`src/rtl/scan_seq_if.sv`:
```
// rtl/scan_seq_if.sv - scan sequencer control/select bundle
// master drives run/mask, slave returns the decoder select, enable and frame pulse.
interface scan_seq_if;
  logic       run;
  logic [3:0] mask;
  logic       a;
  logic       b;
  logic       E;
  logic [1:0] idx;
  logic       frame_done;

  modport master (output run, output mask,
                  input a, input b, input E, input idx, input frame_done);
  modport slave  (input run, input mask,
                  output a, output b, output E, output idx, output frame_done);
endinterface

```
`src/rtl/scan_seq.sv`:
```
// rtl/scan_seq.sv - digit-scan sequencer feeding a 2-to-4 decoder
// Steps idx over enabled digits with DIV show cycles and BLANK dark cycles per slot.
module scan_seq #(
  parameter int DIV   = 4,
  parameter int BLANK = 1
) (
  input  logic       clk,
  input  logic       rst_n,
  scan_seq_if.slave  bus
);

  localparam int CMAX = (DIV > BLANK) ? ((DIV > 2) ? DIV : 2) : ((BLANK > 2) ? BLANK : 2);
  localparam int CW   = $clog2(CMAX);
  localparam logic [CW-1:0] DIV_LAST   = CW'(DIV - 1);
  localparam logic [CW-1:0] BLANK_LAST = CW'((BLANK > 0) ? BLANK - 1 : 0);

  typedef enum logic [1:0] {ST_IDLE, ST_SHOW, ST_BLANK} state_t;

  state_t        state_q, state_d;
  logic [CW-1:0] cnt_q, cnt_d;
  logic [1:0]    idx_q, idx_d;
  logic          e_q, e_d;
  logic          fd_q, fd_d;
  logic          abort;
  logic [1:0]    adv_idx;

  function automatic logic [1:0] lowest_set(input logic [3:0] m);
    lowest_set = 2'd0;
    for (int i = 3; i >= 0; i--)
      if (m[i]) lowest_set = 2'(i);
  endfunction

  // Search cur+1..cur+4; descending loop so the nearest candidate wins.
  function automatic logic [1:0] next_set(input logic [1:0] cur, input logic [3:0] m);
    logic [1:0] cand;
    next_set = cur;
    for (int k = 4; k >= 1; k--) begin
      cand = cur + 2'(k);
      if (m[cand]) next_set = cand;
    end
  endfunction

  assign abort   = !bus.run || (bus.mask == 4'b0000);
  assign adv_idx = next_set(idx_q, bus.mask);

  always_ff @(posedge clk or negedge rst_n) begin
    if (!rst_n) begin
      state_q <= ST_IDLE;
      cnt_q   <= '0;
      idx_q   <= 2'd0;
      e_q     <= 1'b0;
      fd_q    <= 1'b0;
    end else begin
      state_q <= state_d;
      cnt_q   <= cnt_d;
      idx_q   <= idx_d;
      e_q     <= e_d;
      fd_q    <= fd_d;
    end
  end

  always_comb begin
    state_d = state_q;
    cnt_d   = cnt_q;
    idx_d   = idx_q;
    e_d     = e_q;
    fd_d    = 1'b0;
    case (state_q)
      ST_IDLE: begin
        cnt_d = '0;
        idx_d = 2'd0;
        e_d   = 1'b0;
        if (!abort) begin
          state_d = ST_SHOW;
          idx_d   = lowest_set(bus.mask);
          e_d     = 1'b1;
        end
      end
      ST_SHOW, ST_BLANK: begin
        if (abort) begin
          state_d = ST_IDLE;
          cnt_d   = '0;
          idx_d   = 2'd0;
          e_d     = 1'b0;
        end else if (state_q == ST_SHOW && cnt_q != DIV_LAST) begin
          cnt_d = cnt_q + CW'(1);
        end else if (state_q == ST_BLANK && cnt_q != BLANK_LAST) begin
          cnt_d = cnt_q + CW'(1);
        end else if (state_q == ST_SHOW && BLANK > 0) begin
          state_d = ST_BLANK;
          cnt_d   = '0;
          e_d     = 1'b0;
        end else begin
          // Advance; landing on an index not above the old one closes the frame.
          state_d = ST_SHOW;
          cnt_d   = '0;
          idx_d   = adv_idx;
          e_d     = 1'b1;
          fd_d    = (adv_idx <= idx_q);
        end
      end
      default: begin
        state_d = ST_IDLE;
        cnt_d   = '0;
        idx_d   = 2'd0;
        e_d     = 1'b0;
      end
    endcase
  end

  assign bus.E          = e_q;
  assign bus.idx        = idx_q;
  assign bus.a          = idx_q[0];
  assign bus.b          = idx_q[1];
  assign bus.frame_done = fd_q;

endmodule

```
`src/flat_wrapper.sv`:
```
// flat-port wrapper written by rule: the top's interface ports become plain ports
module scan_seq_flat 
#(
  parameter int DIV   = 4,
  parameter int BLANK = 1
)
  (clk, rst_n, bus_run, bus_mask, bus_a, bus_b, bus_E, bus_idx, bus_frame_done);
  scan_seq_if bus_i ();
  input  logic clk;
  input  logic rst_n;
  input wire logic [$bits(bus_i.run)-1:0] bus_run;
  input wire logic [$bits(bus_i.mask)-1:0] bus_mask;
  output wire logic [$bits(bus_i.a)-1:0] bus_a;
  output wire logic [$bits(bus_i.b)-1:0] bus_b;
  output wire logic [$bits(bus_i.E)-1:0] bus_E;
  output wire logic [$bits(bus_i.idx)-1:0] bus_idx;
  output wire logic [$bits(bus_i.frame_done)-1:0] bus_frame_done;
  assign bus_i.run = bus_run;
  assign bus_i.mask = bus_mask;
  assign bus_a = bus_i.a;
  assign bus_b = bus_i.b;
  assign bus_E = bus_i.E;
  assign bus_idx = bus_i.idx;
  assign bus_frame_done = bus_i.frame_done;
  scan_seq #(.DIV(DIV), .BLANK(BLANK)) u_core (.clk(clk), .rst_n(rst_n), .bus(bus_i));
endmodule
```
`config.mk`:
```
export PLATFORM = sky130hd
export DESIGN_NAME = scan_seq_flat
export DESIGN_NICKNAME = d
export VERILOG_FILES = /design/src/rtl/scan_seq_if.sv /design/src/rtl/scan_seq.sv /design/src/flat_wrapper.sv
export SDC_FILE = /design/constraint.sdc
export NUM_CORES = 1
export LEC_CHECK = 0
export CAP_MARGIN = 20
export CORE_AREA = 4 4 42 44
export CTS_CLUSTER_DIAMETER = 200
export DETAILED_ROUTE_END_ITERATION = 6
export DIE_AREA = 0 0 46 48
export GPL_TIMING_DRIVEN = 0
export PLACE_DENSITY = 0.84
export SETUP_SLACK_MARGIN = 0.3
export SLEW_MARGIN = 20
export SYNTH_ARGS = -nofsm -noshare
export SYNTH_HDL_FRONTEND = slang
export SYNTH_SLANG_ARGS = --single-unit
```
`constraint.sdc`:
```
create_clock -name clk -period 2.5 [get_ports clk]
set_clock_uncertainty 0.05 [all_clocks]
set_input_delay 0.375 -clock clk [delete_from_list [all_inputs] [get_ports clk]]
set_output_delay 0.375 -clock clk [all_outputs]
set_load 0.03 [all_outputs]
```
### After elaboration in Yosys (flattened, before gate mapping)

Cells that the tools add are included.

* add/sub/neg operators: 4
* order comparisons: 4
* equal/unequal tests: 7
* multiplexer cells: 40
* reductions and logical operators: 11

Operators by type and width (number)
* 2-bit two-way mux: 21
* 1-bit two-way mux: 13
* 2-bit by 3-bit < comparator with 1-bit output (second input constant): 3
* 3-bit by 2-bit inequality test with 1-bit output (second input constant): 3
* 2-bit one-hot mux with 2 select lines: 2
* 1-bit binary-select mux with 2-bit select: 3
* 3-bit AND reduction: 2
* 2-bit by 1-bit adder with 2-bit output (second input constant): 2
* 2-bit adder (second input constant): 2
* 4-bit zero test: 1
* 2-bit inequality test (second input constant): 2
* 2-bit by 1-bit equality test with 1-bit output (second input constant): 1
* 2-bit equality test (second input constant): 1
* 2-bit <= comparator: 1
* 1-bit logical AND: 2
* 2-bit zero test: 1
* 1-bit one-hot mux with 2 select lines: 1
* 2-bit AND reduction: 1
* 2-bit nonzero test: 1
* 2-bit OR reduction: 1
* 1-bit zero test: 1
* 1-bit logical OR: 1

* register bits: 8
* input port bits: 7
* output and inout port bits: 6
* word-level logic and storage cells: 71

### Depth between registers and ports, before layout

* depth in word-level cells: 12
* depth in mapped cells: 8
* gate-level depth less buffers: 8

### Least setup slack after synthesis

OpenSTA, ideal clock, no wires.

* kind: reg-to-reg
* start point: reg u_core.idx_q[0], in the netlist u_core.bus.idx[0]
* end point: reg u_core.fd_q, in the netlist u_core.bus.frame_done
* setup time: 0.101 ns
* arrival: 1.608 ns
* data required time: 2.349 ns
* setup slack: 0.741 ns
* stages on the path, launching flop included: 9
* path buffers: 0
* period minus slack after synthesis: 1.759 ns
* cells stage by stage: dfrtp_1 -> nand2b_1 -> o21ai_0 -> a221oi_1 -> ha_1 -> inv_1 -> a21oi_1 -> a21oi_1 -> nor4_1

* word-level cells in the longest chain between the ends: 12
* elaborated cells between the ends (all ways): 18
* those cells by class: add/sub (3); order compare (1); mux (14)

RTL lines
* start: declaration: line scan_seq.sv:21 `logic [1:0] idx_q, idx_d;`
* start signal: assignment: line scan_seq.sv:56 `idx_q <= idx_d;`
* 2-bit adder: line scan_seq.sv:38 `cand = cur + 2'(k);`
* 1-bit binary-select mux with 2-bit select: line scan_seq.sv:39 `if (m[cand]) next_set = cand;`
* 1-bit two-way mux (implied by the code): line scan_seq.sv:39
* 2-bit two-way mux (3 in a row): line scan_seq.sv:39
* 2-bit <= comparator *: line scan_seq.sv:99 `fd_d = (adv_idx <= idx_q);`
* 1-bit two-way mux *: line scan_seq.sv:89 `end else if (state_q == ST_SHOW && BLANK > 0) begin`
* 1-bit two-way mux *: line scan_seq.sv:87 `end else if (state_q == ST_BLANK && cnt_q != BLANK_LAST) begin`
* 1-bit two-way mux *: line scan_seq.sv:85 `end else if (state_q == ST_SHOW && cnt_q != DIV_LAST) begin`
* 1-bit two-way mux *: line scan_seq.sv:80 `if (abort) begin`
* 1-bit two-way mux *: line scan_seq.sv:68 `case (state_q)`
* named net u_core.fd_d: line scan_seq.sv:23 `logic fd_q, fd_d;`
* end signal: assignment: line scan_seq.sv:52 `fd_q <= 1'b0;`
* end signal: assignment: line scan_seq.sv:58 `fd_q <= fd_d;`
* end: declaration: line scan_seq.sv:23

The timed path passes the listed nets; every way through them passes the cells marked *. The select of a mux whose other input is x is not followed.
A chain may end at the register's enable or synchronous reset.

### Final worst setup path

* start point: in bus_mask[2]
* end point: reg u_core.fd_q, in the netlist u_core.bus.frame_done

* word-level cells in the longest chain between the ends: 11
* elaborated cells between the ends (all ways): 17
* those cells by class: order compare (1); mux (14); reduce/logical (2)

RTL lines
* start: declaration: line flat_wrapper.sv:12 `input wire logic [$bits(bus_i.mask)-1:0] bus_mask;`
* 1-bit binary-select mux with 2-bit select: line scan_seq.sv:39
* 1-bit two-way mux (implied by the code): line scan_seq.sv:39
* 2-bit two-way mux (3 in a row): line scan_seq.sv:39
* 2-bit <= comparator: line scan_seq.sv:99
* 1-bit two-way mux: line scan_seq.sv:89
* 1-bit two-way mux: line scan_seq.sv:87
* 1-bit two-way mux: line scan_seq.sv:85
* 1-bit two-way mux *: line scan_seq.sv:80
* 1-bit two-way mux *: line scan_seq.sv:68
* named net u_core.fd_d: line scan_seq.sv:23

Marked as above.

==> reports/results.ini <==
[pwr]
power_frac_comb = 0.655
power_frac_clock = 0.106
p_sw_uw = 439
p_seq_frac = 0.240
p_int_uw = 505
leakagePower_uw = 0.000391
switching_share = 0.465
ir_drop_uv = 537
p_per_area_nw_per_um2 = 1100

[logic_synthesis]
ys.warnings.count = 0
synth_edf_count = 0
syn_inst = 73
synth_seq_area_share = 0.289
avgSynthCellArea_um2 = 9.50
yosysUniqueCellTypes = 34
ys_ff_latch = 8
syn-num-nets = 89
synthArstFlopShare = 1.00
ys.flop_type = dfrtp_1
synth.cell_area_um2 = 693

[floorplanning]
core_area_um2 = 1440
start_util = 0.483
dieArea_um2 = 2210
io_pins = 13
die_w_um = 46
die_h_um = 48
std_cell_rows = 14

[worst_setup_path]
rrSetupSlack_ns = 0.64
crit_chain = clkdlybuf4s50_1 -> nand2b_1 -> a21oi_1 -> a221oi_1 -> ha_1 -> inv_1 -> a21oi_1 -> a21oi_1 -> nor4_1
critPathBufInv = 2
start_kind = input port
worstSetupPathType = in2reg
crit_path_frequent_cell = a21oi_1
worst-path-max-fanout = 6
cp_slowest_cell = clkdlybuf4s50_1
end_kind = register
cp.arrival_ns = 2.11
required_ns = 2.59
cpPeakStageDelay_ns = 0.58
cp_top_family = buffers and inverters
r2r-start = u_core.state_q[1]$_DFFE_PN0P_
reg2reg_depth = 7
r2r_end = u_core.bus.idx[0]$_DFFE_PN0P_

[cts]
cts_sinks = 8
clk_latency_ns = 0.26
cts.repair.resized = 0
cts_tree = built
htreeDepth = 1
cts_buffers = 3
postCtsHoldBufs = 0
post-cts-setup-buffers = 0
cts.path.max_buffers = 2
root_buffer = clkbuf_4
clk_pin_slew_ns = 0.06

[final_layout]
n_antenna_cell = 0
layout_common_cells = 12 x clkdlybuf4s50_1, 9 x ha_1, 8 x inv_1, 8 x dfrtp_1, 6 x o21ai_0
mostFrequentLayoutCell = clkdlybuf4s50_1
drive_above_1_share = 0.148
fillers = 126
syn_to_final_growth_pct = 23.5
final_nets = 106

[placed_design]
io_buffers = 12
place_congestion = 0.914
place_ws_ns = 0.249
place_hpwl_mm = 1.02

[timing]
worst_pin_slew_ns = 0.448
fmax_ghz = 0.494
tns_ns = 0
rsz0062_at_grt = false
finalCriticalPeriod_ns = 2.02
finalCritPeriodShare = 0.810
setup_viol = 0
setup_ws_ns = 0.475
holdWs_ns = 0.342
slew_headroom = 0.698
slew_viol_final = 0
final_hold_viol_count = 0

[routing]
dr_total_vias = 580
drt_first_pass_iters = 4
drtAntennaViolNets = 0
wl_per_cell_um = 12.7
drc_errors = 0
routed_via_density = 5.58
finalWirelength_mm = 1.32
drt-initial-drc-count = 5

[global_routing]
grt_first_pass_wirelength_mm = 2.21
grt_pass1_vias = 552
antenna_found_initial = 0
grt_use_total = 0.141
grt_overflow_total = 0
grt_max_degree = 9

[min_path]
hp-class = in2async

[outcome]
status = finished, final reports clean

[flow_run]
drv_cap = 0

per-stage QoR:
| step | std cells | utilization | total power (µW) | instance area (µm²) |
|---|---|---|---|---|
| final | 104 | 0.596 | 944 | 856 |
| after global routing | 104 | 0.596 | 1040 | 856 |
| after CTS | 104 | 0.596 | 957 | 856 |
| after detailed placement | 101 | 0.580 | 847 | 833 |
| after global placement | 101 | 0.580 | 833 | 833 |
| after floorplan | 73 | - | 677 | 693 |
layer usage:
| metal | global-route usage | wire (µm) | vias to the layer above |
|---|---|---|---|
| li1 | - | - | 294 |
| met1 | 0.167 | 596 | 265 |
| met2 | 0.239 | 631 | 15 |
| met3 | 0.0113 | 62 | 6 |
| met4 | 0.102 | 34 | 0 |
| met5 | 0 | 0 | - |
synthesized netlist by cell type, types with 2 or more instances:
cell type,n,area (µm²)
a21oi_1,4,20.0
a22o_1,2,17.5
nor2_1,3,11.3
buf_4,2,15.0
nor2b_1,2,12.5
nor4_1,2,12.5
dfrtp_1,8,200
nand2b_1,3,18.8
o21ai_0,6,30.0
nand2_1,2,7.51
ha_1,9,113
inv_1,8,30.0
sequential cells by signal, indices dropped and copies added (netlist names):
name and count:
u_core.bus.idx 2, u_core.state_q 2, u_core.cnt_q 2, u_core.bus.E 1
u_core.bus.frame_done 1
worst register-to-register path, stage by stage (launching register included):
cell	delay, ns
dfrtp_1	0.42
inv_1	0.12
ha_1	0.26
and2b_1	0.26
o21ai_0	0.11
a21oi_1	0.24
nor2_1	0.09
a22o_1	0.19
power by group through the flow:
stage,combinational (µW),clock (µW),sequential (µW)
after floorplan,407,0,270
after global placement,607,0,225
after detailed placement,619,0,228
after CTS,625,105,227
after global routing,687,116,235
final,618,100,226
cell type report:
| type | instances | area [µm²] | area share |
|---|---|---|---|
| Timing Repair Buffer | 12 | 120 | 0.140 |
| Multi-Input combinational cell | 55 | 448 | 0.523 |
| Tap cell | 16 | 20.0 | 0.0234 |
| Sequential cell | 8 | 200 | 0.234 |
| Inverter | 8 | 30.0 | 0.0351 |
| Clock buffer | 3 | 22.5 | 0.0263 |
| Buffer | 2 | 15.0 | 0.0175 |
worst max-delay path by stage:
stage	start	slack (ns)	cells after the start	end
floorplan	u_core.bus.idx[0]$_DFFE_PN0P_	0.74	8	u_core.bus.frame_done$_DFF_PN0_
global placement	bus_mask[2]	0.26	9	u_core.bus.frame_done$_DFF_PN0_
detailed placement	bus_mask[2]	0.25	9	u_core.bus.frame_done$_DFF_PN0_
CTS	bus_mask[2]	0.50	9	u_core.bus.frame_done$_DFF_PN0_
global route	bus_mask[2]	0.35	9	u_core.bus.frame_done$_DFF_PN0_
finish	bus_mask[2]	0.48	9	u_core.bus.frame_done$_DFF_PN0_
cell families (layout without fill, tap and decap cells):
kind of cell,after synthesis,count (layout),share of synthesized area
and+or+nand+nor,23,23,0.235
DFF,8,8,0.289
muxes,1,1,0.0144
buffers and inverters,10,25,0.0650
AOI/OAI and AO/OA,22,22,0.235
adders and majority gates,9,9,0.162
Note: power is estimated with default switching activity, not from simulation.
